File: src/rtl/uart_pkg.sv
// Shared types and defaults for the UART transmit path.
package uart_pkg;

    typedef enum logic [2:0] {
        IDLE,
        START,
        DATA,
        PARITY,
        STOP
    } uart_tx_state_t;

    // 100 MHz system clock at 115200 baud
    localparam int DEFAULT_CLKS_PER_BIT = 868;

endpackage

File: src/rtl/uart_tx_drain_if.sv
// Show-ahead FIFO read port between an upstream byte FIFO and the UART drainer.
// Handshake: fifo_data is valid whenever fifo_empty=0; a word transfers on any rising
// clk edge where fifo_pop=1, and the consumer asserts fifo_pop only while fifo_empty=0.
interface uart_tx_drain_if #(
    parameter int DATA_WIDTH = 8
);
    logic                  fifo_empty;
    logic [DATA_WIDTH-1:0] fifo_data;
    logic                  fifo_pop;

    modport master (
        output fifo_empty,
        output fifo_data,
        input  fifo_pop
    );

    modport slave (
        input  fifo_empty,
        input  fifo_data,
        output fifo_pop
    );

endinterface

File: src/rtl/uart_baud_gen.sv
// Bit-period counter: bit_end marks the last clk cycle of a serial bit; clear restarts it.
module uart_baud_gen #(
    parameter int CLKS_PER_BIT = 868
) (
    input  logic clk,
    input  logic reset,
    input  logic clear,
    output logic bit_end
);

    localparam int CW = $clog2(CLKS_PER_BIT);
    localparam logic [CW-1:0] LAST = CW'(CLKS_PER_BIT - 1);

    logic [CW-1:0] cnt;

    always_ff @(posedge clk) begin
        if (reset || clear) begin
            cnt <= '0;
        end else begin
            cnt <= cnt + CW'(1);
        end
    end

    assign bit_end = (cnt == LAST);

endmodule

File: src/rtl/uart_tx_drain.sv
// UART transmitter that pops words from a show-ahead FIFO and sends 8N1-style frames.
// Optional even parity bit between data and stop bits when UART_TX_PARITY_EN is defined.
module uart_tx_drain
    import uart_pkg::*;
#(
    parameter int DATA_WIDTH   = 8,
    parameter int CLKS_PER_BIT = DEFAULT_CLKS_PER_BIT,
    parameter int STOP_BITS    = 1
) (
    input  logic                  clk,
    input  logic                  reset,
    input  logic                  tx_en,
    uart_tx_drain_if.slave        fifo,
    output logic                  tx,
    output logic                  busy,
    output logic                  frame_done,
    output uart_tx_state_t        dbg_state
);

    localparam int IW = $clog2(DATA_WIDTH + 1);
    localparam logic [IW-1:0] LAST_DATA = IW'(DATA_WIDTH - 1);
    localparam logic [IW-1:0] LAST_STOP = IW'(STOP_BITS - 1);

    uart_tx_state_t        state;
    logic [DATA_WIDTH-1:0] shift_reg;
    logic [IW-1:0]         bit_idx;
    logic                  bit_end;
    logic                  baud_clear;
    logic                  start_frame;
`ifdef UART_TX_PARITY_EN
    logic                  parity_bit;
`endif

    // Pop is combinational so the word is consumed on the same edge it is latched.
    assign start_frame   = (state == IDLE) && tx_en && !fifo.fifo_empty && !reset;
    assign fifo.fifo_pop = start_frame;

    // Counter is held clear in IDLE and restarted at every bit boundary.
    assign baud_clear = (state == IDLE) || bit_end;
    assign busy       = (state != IDLE);
    assign frame_done = (state == STOP) && (bit_idx == LAST_STOP) && bit_end;
    assign dbg_state  = state;

    uart_baud_gen #(
        .CLKS_PER_BIT (CLKS_PER_BIT)
    ) u_baud (
        .clk     (clk),
        .reset   (reset),
        .clear   (baud_clear),
        .bit_end (bit_end)
    );

    always_ff @(posedge clk) begin
        if (reset) begin
            state     <= IDLE;
            tx        <= 1'b1;
            shift_reg <= '0;
            bit_idx   <= '0;
`ifdef UART_TX_PARITY_EN
            parity_bit <= 1'b0;
`endif
        end else begin
            case (state)
                IDLE: begin
                    tx <= 1'b1;
                    if (start_frame) begin
                        shift_reg <= fifo.fifo_data;
`ifdef UART_TX_PARITY_EN
                        parity_bit <= ^fifo.fifo_data;
`endif
                        bit_idx <= '0;
                        tx      <= 1'b0;
                        state   <= START;
                    end
                end
                START: begin
                    if (bit_end) begin
                        tx    <= shift_reg[0];
                        state <= DATA;
                    end
                end
                DATA: begin
                    if (bit_end) begin
                        shift_reg <= shift_reg >> 1;
                        if (bit_idx == LAST_DATA) begin
                            bit_idx <= '0;
`ifdef UART_TX_PARITY_EN
                            tx    <= parity_bit;
                            state <= PARITY;
`else
                            tx    <= 1'b1;
                            state <= STOP;
`endif
                        end else begin
                            tx      <= shift_reg[1];
                            bit_idx <= bit_idx + IW'(1);
                        end
                    end
                end
`ifdef UART_TX_PARITY_EN
                PARITY: begin
                    if (bit_end) begin
                        tx      <= 1'b1;
                        bit_idx <= '0;
                        state   <= STOP;
                    end
                end
`endif
                STOP: begin
                    tx <= 1'b1;
                    if (bit_end) begin
                        if (bit_idx == LAST_STOP) begin
                            bit_idx <= '0;
                            state   <= IDLE;
                        end else begin
                            bit_idx <= bit_idx + IW'(1);
                        end
                    end
                end
                default: begin
                    tx    <= 1'b1;
                    state <= IDLE;
                end
            endcase
        end
    end

endmodule

File: src/flat_wrapper.sv
// flat-port wrapper written by rule: the top's interface ports become plain ports
module uart_tx_drain_flat import uart_pkg::*;
#(
    parameter int DATA_WIDTH   = 8,
    parameter int CLKS_PER_BIT = DEFAULT_CLKS_PER_BIT,
    parameter int STOP_BITS    = 1
)
  (clk, reset, tx_en, tx, busy, frame_done, dbg_state, fifo_fifo_empty, fifo_fifo_data, fifo_fifo_pop);
  uart_tx_drain_if #(.DATA_WIDTH(DATA_WIDTH)) fifo_i ();
  input  logic clk;
  input  logic reset;
  input  logic tx_en;
  output logic tx;
  output logic busy;
  output logic frame_done;
  output uart_tx_state_t dbg_state;
  input wire logic [$bits(fifo_i.fifo_empty)-1:0] fifo_fifo_empty;
  input wire logic [$bits(fifo_i.fifo_data)-1:0] fifo_fifo_data;
  output wire logic [$bits(fifo_i.fifo_pop)-1:0] fifo_fifo_pop;
  assign fifo_i.fifo_empty = fifo_fifo_empty;
  assign fifo_i.fifo_data = fifo_fifo_data;
  assign fifo_fifo_pop = fifo_i.fifo_pop;
  uart_tx_drain #(.DATA_WIDTH(DATA_WIDTH), .CLKS_PER_BIT(CLKS_PER_BIT), .STOP_BITS(STOP_BITS)) u_core (.clk(clk), .reset(reset), .tx_en(tx_en), .fifo(fifo_i), .tx(tx), .busy(busy), .frame_done(frame_done), .dbg_state(dbg_state));
endmodule
File: config.mk
export PLATFORM = sky130hd
export DESIGN_NAME = uart_tx_drain_flat
export DESIGN_NICKNAME = d
export VERILOG_FILES = /design/src/rtl/uart_pkg.sv /design/src/rtl/uart_tx_drain_if.sv /design/src/rtl/uart_baud_gen.sv /design/src/rtl/uart_tx_drain.sv /design/src/flat_wrapper.sv
export SDC_FILE = /design/constraint.sdc
export NUM_CORES = 1
export LEC_CHECK = 0
export CORE_UTILIZATION = 45
export DETAILED_ROUTE_END_ITERATION = 8
export MAX_ROUTING_LAYER = met4
export PLACE_DENSITY = 0.67
export SYNTH_ARGS = -nofsm -noshare
export SYNTH_HDL_FRONTEND = slang
export SYNTH_SLANG_ARGS = --single-unit
File: constraint.sdc
create_clock -name clk -period 3.6 [get_ports clk]
set_clock_uncertainty 0.2 [all_clocks]
set_input_delay 0.54 -clock clk [delete_from_list [all_inputs] [get_ports clk]]
set_output_delay 0.54 -clock clk [all_outputs]
set_load 0.01 [all_outputs]
==> flow_summary_export.csv <==
group,metric,value,unit
sta,slew_viol_final,0,
sta,fin_setup_tns,0,ns
pwr,power.switching,0.111,mW
floorplanning,core_area,3030,um2
pwr,p_int,0.379,mW
synth,synth_edf_count,0,
sta,fmax,306,MHz
synth,ys_top_cells_by_count,"dfxtp_1, nand2_1, nand3_1, nor2_1, xnor2_1",
layout,multi_input_area,818,um2
critical_path,critical_path.max_stage_delay,0.64,ns
layout,syn_to_final_growth,15.2,%
critical_path,start_kind,"input port",
place,gp_congestion,0.883,
synth,ys_ff_latch,26,
synth,synth.yosys.seq_area_share,0.365,
clock_tree,clock_latency,0.32,ns
pwr,p_total,0.490,mW
clock_tree,cts_tree,"done",
layout,drive_gt1_frac,0.108,
synth,synth_area_leaders,"dfxtp_1, nand2_1, nand3_1",
routing,dr.pass1.iters,4,
sta,timing.final.hold_violations,0,
layout,nFillCells,304,
grt,grt_usage,0.206,
sta,period_share,0.909,
grt,grt_pass1_wl,5.23,mm
critical_path,cp_max_fo,21,
clock_tree,postCtsResizedCells,0,
grt,antenna_found_initial,0,
routing,vias,1263,
routing,drtIter0Drc,54,
sta,rsz0062_at_grt,"no",
synth,synth.most_common_cell,"dfxtp_1",
pwr,p_leak,0.539,nW
run_status,status,"finished clean",
clock_tree,cts_buffers,3,
floorplanning,io_pins,19,
routing,viasPerCell,5.52,
routing,route.detailed.drc,0,
critical_path,cp_common_cell,"clkdlybuf4s50_1",
critical_path,path_cells,"clkdlybuf4s50_1 > or2_1 > or4_4 > inv_2 > clkdlybuf4s50_1",
synth,synthArstFlopShare,0,
pwr,irDropWorstVdd,0.000202,V
synth,netlist_area,1430,um2
clock_tree,clk_pin_slew,0.13,ns
pwr,power_frac_seq,0.606,
sta,whs,0.272,ns
clock_tree,post_cts_buffers,0,
grt,grt.overflow.total,0,
synth,syn_nets,188,
critical_path,cp.arrival,2.53,ns
layout,seqCellArea,520,um2
routing,avgRoutedWirePerCell,13.4,um
layout,largest_register_ffs,10,
critical_path,timing_worst_setup_path_type,"in -> out",
place,portBuffers,18,
critical_path,critPathBufInv,3,
sta,period_needed,3.27,ns
routing,wl,3.07,mm
synth,yosys_warnings,0,
synth,synth_cell_types,44,
pwr,clkPwrFrac,0.304,
floorplanning,initial_core_util,0.471,
synth,synth_cells,173,
synth,ys.flop_type,"dfxtp_1",
synth,syn_area_per_cell,8.25,um2
place,dp_hpwl,2.12,mm
synth,synth_top_cell_by_area,"dfxtp_1",
clock_tree,root_buffer,"clkbuf_4",
floorplanning,num_rows,20,
floorplanning,die_w,58.3,um
worst_hold_path,hold_path.class,"reg -> reg",
synth,yosys.area.top_type_share,0.365,
pwr,power_density,298,nW/um2
sta,relSlewSlack,0.587,
grt,grt_max_degree,22,
critical_path,crit_family,"buffers and inverters",
critical_path,worstPathRequired,2.86,ns
pwr,combPwrFrac,0.090,
floorplanning,fp.dieArea,3400,um2
clock_tree,clock-sinks,26,
clock_tree,clk_path_buf_depth,2,
critical_path,endpoint_kind,"primary output",
routing,drtAntennaViolNets,0,
clock_tree,ctsHoldBuffers,0,
pwr,swShare,0.227,
floorplanning,fp.dieH,58.3,um
sta,tightestPinTransition,0.618,ns
clock_tree,h-tree-depth,1,
critical_path,cpMaxStageDelayCell,"or4_4",
sta,setup_viol,0,
run,maxCapViolCount,0,
layout,layout.nets,201,
layout,insertedDiodeCount,0,
grt,grt_pass1_vias,1200,
## per-stage QoR
| step | worst slack, ns | utilization | cell area, um2 | instances |
|---|---|---|---|---|
| floorplan | 1.35 | - | 1430 | 173 |
| global placement | 0.378 | 0.531 | 1610 | 225 |
| detailed placement | 0.340 | 0.531 | 1610 | 225 |
| CTS | 0.334 | 0.543 | 1640 | 229 |
| global route | 0.253 | 0.543 | 1640 | 229 |
| finish | 0.329 | 0.543 | 1640 | 229 |
## final cells by class
class,count,share of cell area
clock buffers,4,0.0221
multi-input cells,129,0.498
inverters,7,0.0160
repair buffers,19,0.114
flip-flops and latches,26,0.317
well taps,44,0.0335
## cells by family (layout without fill, tap and decap cells)
group	after synthesis	in the layout	share of synthesized area
AND/OR/NAND/NOR	80	80	0.294
AO/OA/AOI/OAI	35	35	0.183
flip-flops	26	26	0.365
buffers and inverters	18	30	0.0622
XOR/XNOR	10	10	0.0614
adder cells (fa/ha/maj)	3	3	0.0263
multiplexers	1	1	0.00789
## power groups by stage
stage | Combinational [mW] | Sequential, mW | Clock [mW]
after global routing | 0.0484 | 0.298 | 0.165
final | 0.0442 | 0.297 | 0.149
after detailed placement | 0.0440 | 0.303 | 0
after floorplan | 0.0252 | 0.302 | 0
after global placement | 0.0425 | 0.303 | 0
after CTS | 0.0442 | 0.297 | 0.156
## layer usage
layer  vias to the layer above  track usage  wire, um
met5                         -            -         0
met4                         0       0.0714        45
met3                         7       0.0462        99
met2                        25        0.337      1540
met1                       600        0.252      1380
li1                        631            -         -
## path summary, 6_finish.rpt
path	from	endpoint	slack, ns	depth (start not counted)
worst min-delay path	u_core.u_baud.cnt[0]	u_core.u_baud.cnt[0]	0.27	1
worst min register to register	u_core.u_baud.cnt[0]	u_core.u_baud.cnt[0]	0.27	1
worst max register to register	u_core.dbg_state[1]	u_core.shift_reg[3]	0.97	4
worst max-delay path	reset	fifo_fifo_pop	0.33	5
## cell usage in the layout, fill, tap and decap left out, types with 6 or more instances in the layout
master,netlist,final
inv_1,6,6
a21oi_1,7,7
clkdlybuf4s50_1,0,18
nand3_1,16,16
nor2_1,14,14
a22o_1,7,7
xnor2_1,8,8
a21oi_2,7,7
nand2_1,23,23
dfxtp_1,26,26
No activity file was read; power rests on OpenSTA's default activity.
